`src/rtl/seg7_pkg.sv`:
```
// Shared constants for the 3-digit multiplexed 7-segment display:
// active-high segment codes, digit scan indices and the settle tuple layout.
package seg7_pkg;

  // Segment codes, bit order {g,f,e,d,c,b,a}, active-high
  localparam logic [6:0] SEG_0    = 7'h3F;
  localparam logic [6:0] SEG_1    = 7'h06;
  localparam logic [6:0] SEG_2    = 7'h5B;
  localparam logic [6:0] SEG_3    = 7'h4F;
  localparam logic [6:0] SEG_4    = 7'h66;
  localparam logic [6:0] SEG_5    = 7'h6D;
  localparam logic [6:0] SEG_6    = 7'h7D;
  localparam logic [6:0] SEG_7    = 7'h07;
  localparam logic [6:0] SEG_8    = 7'h7F;
  localparam logic [6:0] SEG_9    = 7'h6F;
  localparam logic [6:0] SEG_DASH = 7'h40;
  localparam logic [6:0] SEG_OFF  = 7'h00;

  // Scan order: units first, then tens, then hundreds
  localparam logic [1:0] IDX_U = 2'd0;
  localparam logic [1:0] IDX_T = 2'd1;
  localparam logic [1:0] IDX_H = 2'd2;

  // Everything the upstream converter presents; compared as a whole to detect settling
  typedef struct packed {
    logic [3:0] cent;
    logic [3:0] dec;
    logic [3:0] un;
    logic       c_nz;
    logic       de_nz;
  } bcd_tuple_t;

  // Anode pattern {hund,tens,units} for a scan index, active-high
  function automatic logic [2:0] idx_onehot(input logic [1:0] idx);
    case (idx)
      IDX_U:   return 3'b001;
      IDX_T:   return 3'b010;
      IDX_H:   return 3'b100;
      default: return 3'b000;
    endcase
  endfunction

endpackage

```
`src/rtl/seg7_decoder.sv`:
```
// Combinational BCD to 7-segment decoder, active-high outputs.
// Non-BCD codes show a dash so a corrupted digit is visible rather than blank.
module seg7_decoder
  import seg7_pkg::*;
(
  input  logic [3:0] i_bcd,
  output logic [6:0] o_seg
);

  // Table lookup of the segment pattern
  always_comb begin
    o_seg = SEG_DASH;
    case (i_bcd)
      4'd0:    o_seg = SEG_0;
      4'd1:    o_seg = SEG_1;
      4'd2:    o_seg = SEG_2;
      4'd3:    o_seg = SEG_3;
      4'd4:    o_seg = SEG_4;
      4'd5:    o_seg = SEG_5;
      4'd6:    o_seg = SEG_6;
      4'd7:    o_seg = SEG_7;
      4'd8:    o_seg = SEG_8;
      4'd9:    o_seg = SEG_9;
      default: o_seg = SEG_DASH;
    endcase
  end

endmodule

```
`src/rtl/seg7_scan_display.sv`:
```
// 3-digit multiplexed 7-segment driver fed by a binary-to-BCD stage.
// A value is captured only once the upstream tuple has been stable for two
// consecutive DONE cycles, so intermediate conversion steps never reach the
// display; the captured value is held while DONE is low.
module seg7_scan_display
  import seg7_pkg::*;
#(
  parameter int REFRESH_DIV    = 50000,
  parameter bit SEG_ACTIVE_LOW = 1'b1,
  parameter bit AN_ACTIVE_LOW  = 1'b1
) (
  input  logic       clk,
  input  logic       rst,
  input  logic       DONE,
  input  logic [3:0] centenas,
  input  logic [3:0] decenas,
  input  logic [3:0] unidades,
  input  logic       C,
  input  logic       De,
  input  logic       U,
  output logic [6:0] seg,
  output logic [2:0] an,
  output logic       valid
);

  localparam int         PW       = (REFRESH_DIV > 1) ? $clog2(REFRESH_DIV) : 1;
  localparam logic [PW-1:0] PRESC_TC = PW'(REFRESH_DIV - 1);
  localparam logic [6:0] SEG_IDLE = SEG_ACTIVE_LOW ? ~SEG_OFF : SEG_OFF;
  localparam logic [2:0] AN_IDLE  = AN_ACTIVE_LOW ? 3'b111 : 3'b000;

  bcd_tuple_t    r_prev_t;
  bcd_tuple_t    r_shadow;
  logic          r_prev_done;
  logic          r_valid;
  logic [PW-1:0] r_presc;
  logic [1:0]    r_idx;
  logic [6:0]    r_seg;
  logic [2:0]    r_an;

  bcd_tuple_t    w_t;
  logic          w_latch;
  logic [3:0]    w_digit;
  logic          w_en;
  logic [6:0]    w_dec;
  logic [6:0]    w_seg_act;
  logic [2:0]    w_an_act;
  logic          w_unused_u;

  // The units flag is informational only; units is always lit once valid
  assign w_unused_u = U;

  assign w_t     = '{cent: centenas, dec: decenas, un: unidades, c_nz: C, de_nz: De};
  assign w_latch = DONE && r_prev_done && (w_t == r_prev_t);

  // Settle detector: remember last tuple/DONE, capture when two DONE cycles agree
  always_ff @(posedge clk) begin
    if (rst) begin
      r_prev_t    <= '0;
      r_prev_done <= 1'b0;
      r_shadow    <= '0;
      r_valid     <= 1'b0;
    end else begin
      r_prev_t    <= w_t;
      r_prev_done <= DONE;
      if (w_latch) begin
        r_shadow <= w_t;
        r_valid  <= 1'b1;
      end
    end
  end

  // Refresh prescaler; each terminal count moves the scan to the next digit
  always_ff @(posedge clk) begin
    if (rst) begin
      r_presc <= '0;
      r_idx   <= IDX_U;
    end else if (r_presc == PRESC_TC) begin
      r_presc <= '0;
      r_idx   <= (r_idx == IDX_H) ? IDX_U : r_idx + 2'd1;
    end else begin
      r_presc <= r_presc + 1'b1;
    end
  end

  // Select the scanned digit and decide whether it is lit (leading-zero blanking);
  // tens stays lit when hundreds is non-zero so inner zeros such as 105 show
  always_comb begin
    w_digit = r_shadow.un;
    w_en    = 1'b0;
    case (r_idx)
      IDX_U: begin
        w_digit = r_shadow.un;
        w_en    = r_valid;
      end
      IDX_T: begin
        w_digit = r_shadow.dec;
        w_en    = r_valid & (r_shadow.c_nz | r_shadow.de_nz);
      end
      IDX_H: begin
        w_digit = r_shadow.cent;
        w_en    = r_valid & r_shadow.c_nz;
      end
      default: begin
        w_digit = r_shadow.un;
        w_en    = 1'b0;
      end
    endcase
  end

  seg7_decoder u_decoder (
    .i_bcd (w_digit),
    .o_seg (w_dec)
  );

  assign w_seg_act = w_en ? w_dec : SEG_OFF;
  assign w_an_act  = w_en ? idx_onehot(r_idx) : 3'b000;

  // Output register; polarity applied last so blanked digits are truly off
  always_ff @(posedge clk) begin
    if (rst) begin
      r_seg <= SEG_IDLE;
      r_an  <= AN_IDLE;
    end else begin
      r_seg <= SEG_ACTIVE_LOW ? ~w_seg_act : w_seg_act;
      r_an  <= AN_ACTIVE_LOW ? ~w_an_act : w_an_act;
    end
  end

  assign seg   = r_seg;
  assign an    = r_an;
  assign valid = r_valid;

endmodule
```
`config.mk`:
```
export PLATFORM = sky130hd
export DESIGN_NAME = seg7_scan_display
export DESIGN_NICKNAME = d
export VERILOG_FILES = /design/src/rtl/seg7_pkg.sv /design/src/rtl/seg7_decoder.sv /design/src/rtl/seg7_scan_display.sv
export SDC_FILE = /design/constraint.sdc
export NUM_CORES = 1
export LEC_CHECK = 0
export BUFFER_PORTS_ARGS = -buffer_cell sky130_fd_sc_hd__buf_2
export CORE_MARGIN = 2
export CORE_UTILIZATION = 35
export DETAILED_ROUTE_END_ITERATION = 8
export PLACE_DENSITY_LB_ADDON = 0.05
export SKIP_CTS_REPAIR_TIMING = 1
export SYNTH_ARGS = -nofsm -noshare
export SYNTH_HDL_FRONTEND = slang
export SYNTH_SLANG_ARGS = --single-unit
export TNS_END_PERCENT = 10
```
`constraint.sdc`:
```
create_clock -name clk -period 3.55 [get_ports clk]
set_input_delay 0.71 -clock clk [delete_from_list [all_inputs] [get_ports clk]]
set_output_delay 0.71 -clock clk [all_outputs]
set_load 0.01 [all_outputs]
```
After elaboration in Yosys (flattened, before gate mapping)
Memory sizes are Yosys's and may differ from the RTL's.
Cells that the tools add are included.
{"block": "op_classes", "n_mux": 6, "n_addsub": 2, "bitwise_logic": 5, "n_eq_ne": 4, "reduce_logical": 4}
{"operator": "adder 16 x 1 -> 16 bit (second input constant)", "count": 1}
{"operator": "== test 16 bit (second input constant)", "count": 1}
{"operator": "== test 14 bit", "count": 1}
{"operator": "case mux 3 bit (3 select lines)", "count": 1}
{"operator": "case mux 4 bit (2 select lines)", "count": 1}
{"operator": "2-to-1 mux 7 bit", "count": 1}
{"operator": "inverter 7 bit", "count": 1}
{"operator": "2-to-1 mux 3 bit", "count": 1}
{"operator": "inverter 3 bit", "count": 1}
{"operator": "case mux 1 bit (3 select lines)", "count": 1}
{"operator": "adder 2 x 1 -> 2 bit (second input constant)", "count": 1}
{"operator": "AND 1 bit", "count": 2}
{"operator": "== test 2 x 1 -> 1 bit (second input constant)", "count": 1}
{"operator": "== test 2 bit (second input constant)", "count": 1}
{"operator": "logical AND 1 bit", "count": 2}
{"operator": "zero test 2 bit", "count": 1}
{"operator": "2-to-1 mux 2 bit", "count": 1}
{"operator": "OR reduction 2 bit", "count": 1}
{"operator": "bitwise OR 1 bit", "count": 1}
{"block": "word_totals", "rom_bits": 112, "wordCells": 38, "inputBits": 18, "output_inout_bits": 11, "n_memories": 1, "ff_bits": 58}
{"memory": "(name not given)", "words": 16, "word_bits": 7, "read_ports": 1, "rd_clocked_by_memory_dff": 0, "write_ports": 0, "line": "seg7_decoder.sv:13", "text": "case (i_bcd)"}

Depth between registers and ports, before layout
{"block": "depth", "depth_word": 5, "ltp_mapped": 10, "ltp_nobuf": 9}

Modules after synthesis
A second synthesis with hierarchy kept.
{"block": "unflattened", "cells_unflattened": 262, "area_unflattened_um2": 2590.0}
{"module": "seg7_scan_display", "area_each_um2": 2362.3, "cells_per_inst": 233, "n_inst": 1, "seq_area_each_um2": 1161.1}
{"module": "seg7_decoder", "area_each_um2": 227.7, "cells_per_inst": 29, "n_inst": 1, "seq_area_each_um2": 0.0}

Least setup slack after synthesis
Ideal clock, no wire load.
{"block": "synth_timing", "kind": "input port to flip-flop", "from": "input unidades[2]", "to": "register r_shadow[10] in the netlist's numbering", "slack_ns": 1.547, "n_path_buf": 1, "path_stages": 5, "arrival_ns": 1.882, "path_cell_list": "xor2_1 > nor4_1 > nand4_2 > buf_6 > mux2_4"}
{"block": "synth_between", "elab_chain_len": 2}
{"item": "start: declaration", "line": "seg7_scan_display.sv:17", "text": "input logic [3:0] unidades,"}
{"item": "== test 14 bit", "line": "seg7_scan_display.sv:53", "text": "assign w_latch = DONE && r_prev_done && (w_t == r_prev_t);"}
{"item": "logical AND 1 bit", "line": "seg7_scan_display.sv:53"}
{"item": "end signal: assignment", "line": "seg7_scan_display.sv:66", "text": "r_shadow <= w_t;"}
{"item": "end: declaration", "line": "seg7_scan_display.sv:32", "text": "bcd_tuple_t r_shadow;"}
Every way passes these cells.
A chain may end at the register's enable or synchronous reset.

Worst setup path in the final report
{"block": "layout_timing", "from": "register r_idx[0]", "to": "register r_seg[5], in the netlist seg[5]"}
{"block": "layout_between", "elab_chain_len": 5}
{"item": "start: declaration", "line": "seg7_scan_display.sv:36", "text": "logic [1:0] r_idx;"}
{"item": "start signal: assignment", "line": "seg7_scan_display.sv:79", "text": "r_idx <= (r_idx == IDX_H) ? IDX_U : r_idx + 2'd1;"}
{"item": "== test 2 bit or == test 2 x 1 -> 1 bit (tied branches)", "line": "seg7_scan_display.sv:90", "text": "case (r_idx)"}
{"item": "case mux 4 bit (2 select lines)", "line": "seg7_scan_display.sv:90"}
{"item": "memory read (16 x 7 bit)"}
{"item": "2-to-1 mux 7 bit *", "line": "seg7_scan_display.sv:115", "text": "assign w_seg_act = w_en ? w_dec : SEG_OFF;"}
{"item": "inverter 7 bit *", "line": "seg7_scan_display.sv:124", "text": "r_seg <= SEG_ACTIVE_LOW ? ~w_seg_act : w_seg_act;"}
{"item": "end signal: assignment", "line": "seg7_scan_display.sv:124"}
{"item": "end: declaration", "line": "seg7_scan_display.sv:37", "text": "logic [6:0] r_seg;"}
Every way passes the cells marked *; elsewhere a longest branch is shown, timed or not.

==> key figures <==
Global route
  • Tot GR Track Use: 0.131
  • First-pass GRT wire length: 7760 µm
  • M1 GR Usage: 0.173
  • Congestion Overflow GR: 0
  • Met2 global-route usage: 0.190
  • GR peak layer: met2
  • Initial antenna violation count: 0
  • Vias in the first global route: between 1500 and 2000
  • Global routing usage on met3: 0.0369
  • Largest net degree at the start of global routing: 36

Clocking
  • Insertion delay to the later sink of the worst-skew pair: 0.33 ns
  • H-tree depth: 3
  • CTS buffer count: 9
  • Maximum root-to-sink buffer count: 2
  • Clock tree from TritonCTS: built
  • Root Buffer: clkbuf_8
  • Clk sinks: 58
  • Clock transition at the registers of the reported paths: around 0.07 ns

Critical path
  • Critical Path RT: around 3.8 ns
  • Slowest cell on crit path: ha_1
  • Crit path capture type: flop
  • Critical path startpoint category: flop
  • Max FO, Critical Path: 11
  • WS Path Type: flop to flop
  • R2R cell count: 8
  • R2r startpoint: r_idx[0]
  • FF-to-FF End: seg[5]
  • Largest stage delay, worst path: between 0.4 and 0.5 ns
  • FF-to-FF setup slack: ~1.3 ns
  • Critical path, cell by cell: inv_1 -> ha_1 -> nor2_1 -> a21oi_1 -> inv_1 -> ha_1 -> and2_1 -> o311ai_0
  • Worst Path Arrival: 2.50 ns

Synth
  • Number of flops mapped to enable cells by yosys: 0
  • Most common cell in the netlist: dfxtp_1
  • Avg Cell Area, Syn: 10.1 µm²
  • Post-Synthesis Cells: approximately 250
  • Post-synthesis cell area: between 2000 and 3000 µm²
  • Post-synthesis sequential area ratio: 0.454
  • Mapped Nets: 284
  • Ys async rst share: 0
  • Yosys cell types: 37
  • Synth Register Bits: between 50 and 60
  • Warnings from Yosys: 0
  • Largest cells by area after synthesis: dfxtp_1 (45%), nor2b_1 (7.3%), ha_1 (6.4%)
  • Post-synth top cells: dfxtp_1 (58), nor2b_1 (30), nor2_1 (25)
  • Area leader, netlist: dfxtp_1
  • Main flop type after synthesis: dfxtp_1
  • Share of the synthesized area in the top cell type: 0.454

Place
  • RePlAce Congestion: ~0.74
  • I/O Buffers: 27
  • DP HPWL: 3360 µm

Power and ir drop
  • Peak VDD IR: about 0.00022 V
  • Sw frac: 0.232
  • Combinational fraction of design power: 0.040
  • P per Cell Area: ~400 nW/µm²
  • Internal power consumption: about 930 µW
  • Leakage power: 0.00122 µW
  • Switching pwr: around 280 µW
  • Clock power frac: 0.407
  • Sequential power share: 0.554

Drt
  • Post-detailed-route count of antenna-violating nets: 0
  • Vias per inst: between 4 and 5
  • Wire length per cell: approximately 12 µm
  • DRT iter0 DRCs: 73
  • Via count: 1737
  • Total wire length: between 4000 and 5000 µm
  • Pre-antenna DRT Iters: 4
  • DRC viols: 0

Floorplanning
  • Starting Density: 0.356
  • Die W: ~90 µm
  • Row cnt: 31
  • Top Ports: 29
  • Core box area: 7180 µm²
  • Die height: roughly 89 µm
  • Die footprint: approximately 8000 µm²

Timing
  • FMAX: ~0.44 GHz
  • Finish-stage setup viols: 0
  • Slew Viols, Final: 0
  • Rel. slew slack: 0.555
  • Clk_skew: roughly 0.0073 ns
  • Final period util: 0.641
  • Slew @ Worst Pin: 0.668 ns
  • Hold Fails Final Rpt: 0
  • Setup_tns: 0 ns
  • RSZ-0062 raised after global routing: false
  • Min Tclk post-route: around 2.3 ns
  • Hold Slack: roughly 0.46 ns

Cells and area
  • Sequential Area: between 1000 and 1500 µm²
  • Area grow syn2layout: 15.1%
  • Multi-input logic area: between 1000 and 1500 µm²
  • Share of layout cells above drive strength 1: 0.200
  • Antenna diodes: 0
  • Nets: 317
  • Fillers: 741

Run
  • Max Cap Violations: 0

Worst hold path
  • Hold Path Cell Cnt: 1
  • Hold crit path type: flop to flop
  • Worst hold endpoint: an[0]
  • Worst Hold Launch: valid

Status
  • Status: complete, no violations
## registers in the layout, summed over array words and instances, names as in the netlist
name / flops
r_presc: 16
r_prev_t: 14
r_shadow: 14
seg: 7
an: 3
r_idx: 2
r_prev_done: 1
valid: 1
## power by group through the flow
| stage | logic, µW | registers (µW) | clock network [µW] |
|---|---|---|---|
| final | 47.9 | 670 | 492 |
| after global routing | 54.9 | 670 | 538 |
| after CTS | 49.5 | 669 | 515 |
| after detailed placement | 49.4 | 684 | 0 |
| after global placement | 49.6 | 684 | 0 |
| after floorplan | 30.3 | 683 | 0 |
## routing by layer
metal  share of wire  vias up  wire (µm)
li1                -      931          -
met1            0.53      767       2520
met2            0.42       29       1990
met3           0.032       10        154
met4           0.024        0        113
met5               0        -          0
## layout make-up
cell class / count / share of cell area
clock inverters: 4 / 0.00680
inverters: 10 / 0.0128
multi-input cells: 179 / 0.451
repair buffers: 28 / 0.0485
well taps: 99 / 0.0421
clock buffers: 11 / 0.0446
flip-flops and latches: 58 / 0.395
## worst max-delay path, delay by kind of cell (launching register included)
family	cells	cell delay (ns)
buffers and inverters	2	0.29
and+or+nand+nor	2	0.20
DFF	1	0.40
AOI/OAI and AO/OA	2	0.57
adders and majority gates	2	0.72
## through the flow
stage | utilization | cell area [µm²] | setup slack [ns] | instances | total power, µW
6_report | 0.410 | 2940 | 1.27 | 389 | 1210
5_1_grt | 0.410 | 2940 | 1.00 | 389 | 1260
4_1_cts | 0.410 | 2940 | 1.25 | 389 | 1230
3_5_place_dp | 0.389 | 2790 | 1.23 | 374 | 733
3_3_place_gp | 0.389 | 2790 | 1.23 | 374 | 734
2_1_floorplan | - | 2560 | 1.55 | 253 | 713
## worst max path at each step
| stage | cells after the start | to | slack [ns] | startpoint |
|---|---|---|---|---|
| floorplan | 5 | r_shadow[10] | 1.55 | unidades[2] |
| global placement | 5 | seg[2] | 1.23 | rst |
| detailed placement | 5 | seg[2] | 1.23 | rst |
| CTS | 8 | seg[5] | 1.25 | r_idx[0] |
| global route | 8 | seg[5] | 1.00 | r_idx[0] |
| finish | 8 | seg[5] | 1.27 | r_idx[0] |
## cell families (layout without fill, tap and decap cells)
group | after synthesis | count (layout) | synth area share
buf+inv | 16 | 53 | 0.0274
mux | 18 | 18 | 0.0905
flops | 58 | 58 | 0.454
compound gates | 26 | 26 | 0.0656
xor+xnor | 26 | 26 | 0.0890
simple gates | 96 | 96 | 0.210
fa+ha+maj | 13 | 13 | 0.0636
## layout by cell type (no fill, tap or decap), types with 2 or more instances in the layout
cell      Yosys  final
nor2b_1      30     30
clkinv_2      0      4
o21ai_0       4      4
mux2_2        5      5
o211ai_1      3      3
mux2_4        9      9
dfxtp_1      58     58
nand2_1       7      7
o31ai_1       2      2
ha_1         13     13
clkbuf_8      0      9
and3_1        4      4
clkbuf_1      3      2
nand4_1       4      4
a22oi_1       4      4
buf_2         2     27
a21oi_1       8      8
xnor2_1      10     10
a211oi_1      2      2
nor3_1        5      5
nor4_1        5      5
xor2_1       16     16
o311ai_0      2      2
mux2i_1       4      4
nand3_1       6      6
inv_1        10     10
nor2_1       25     25
(Power assumes the default switching activity.)
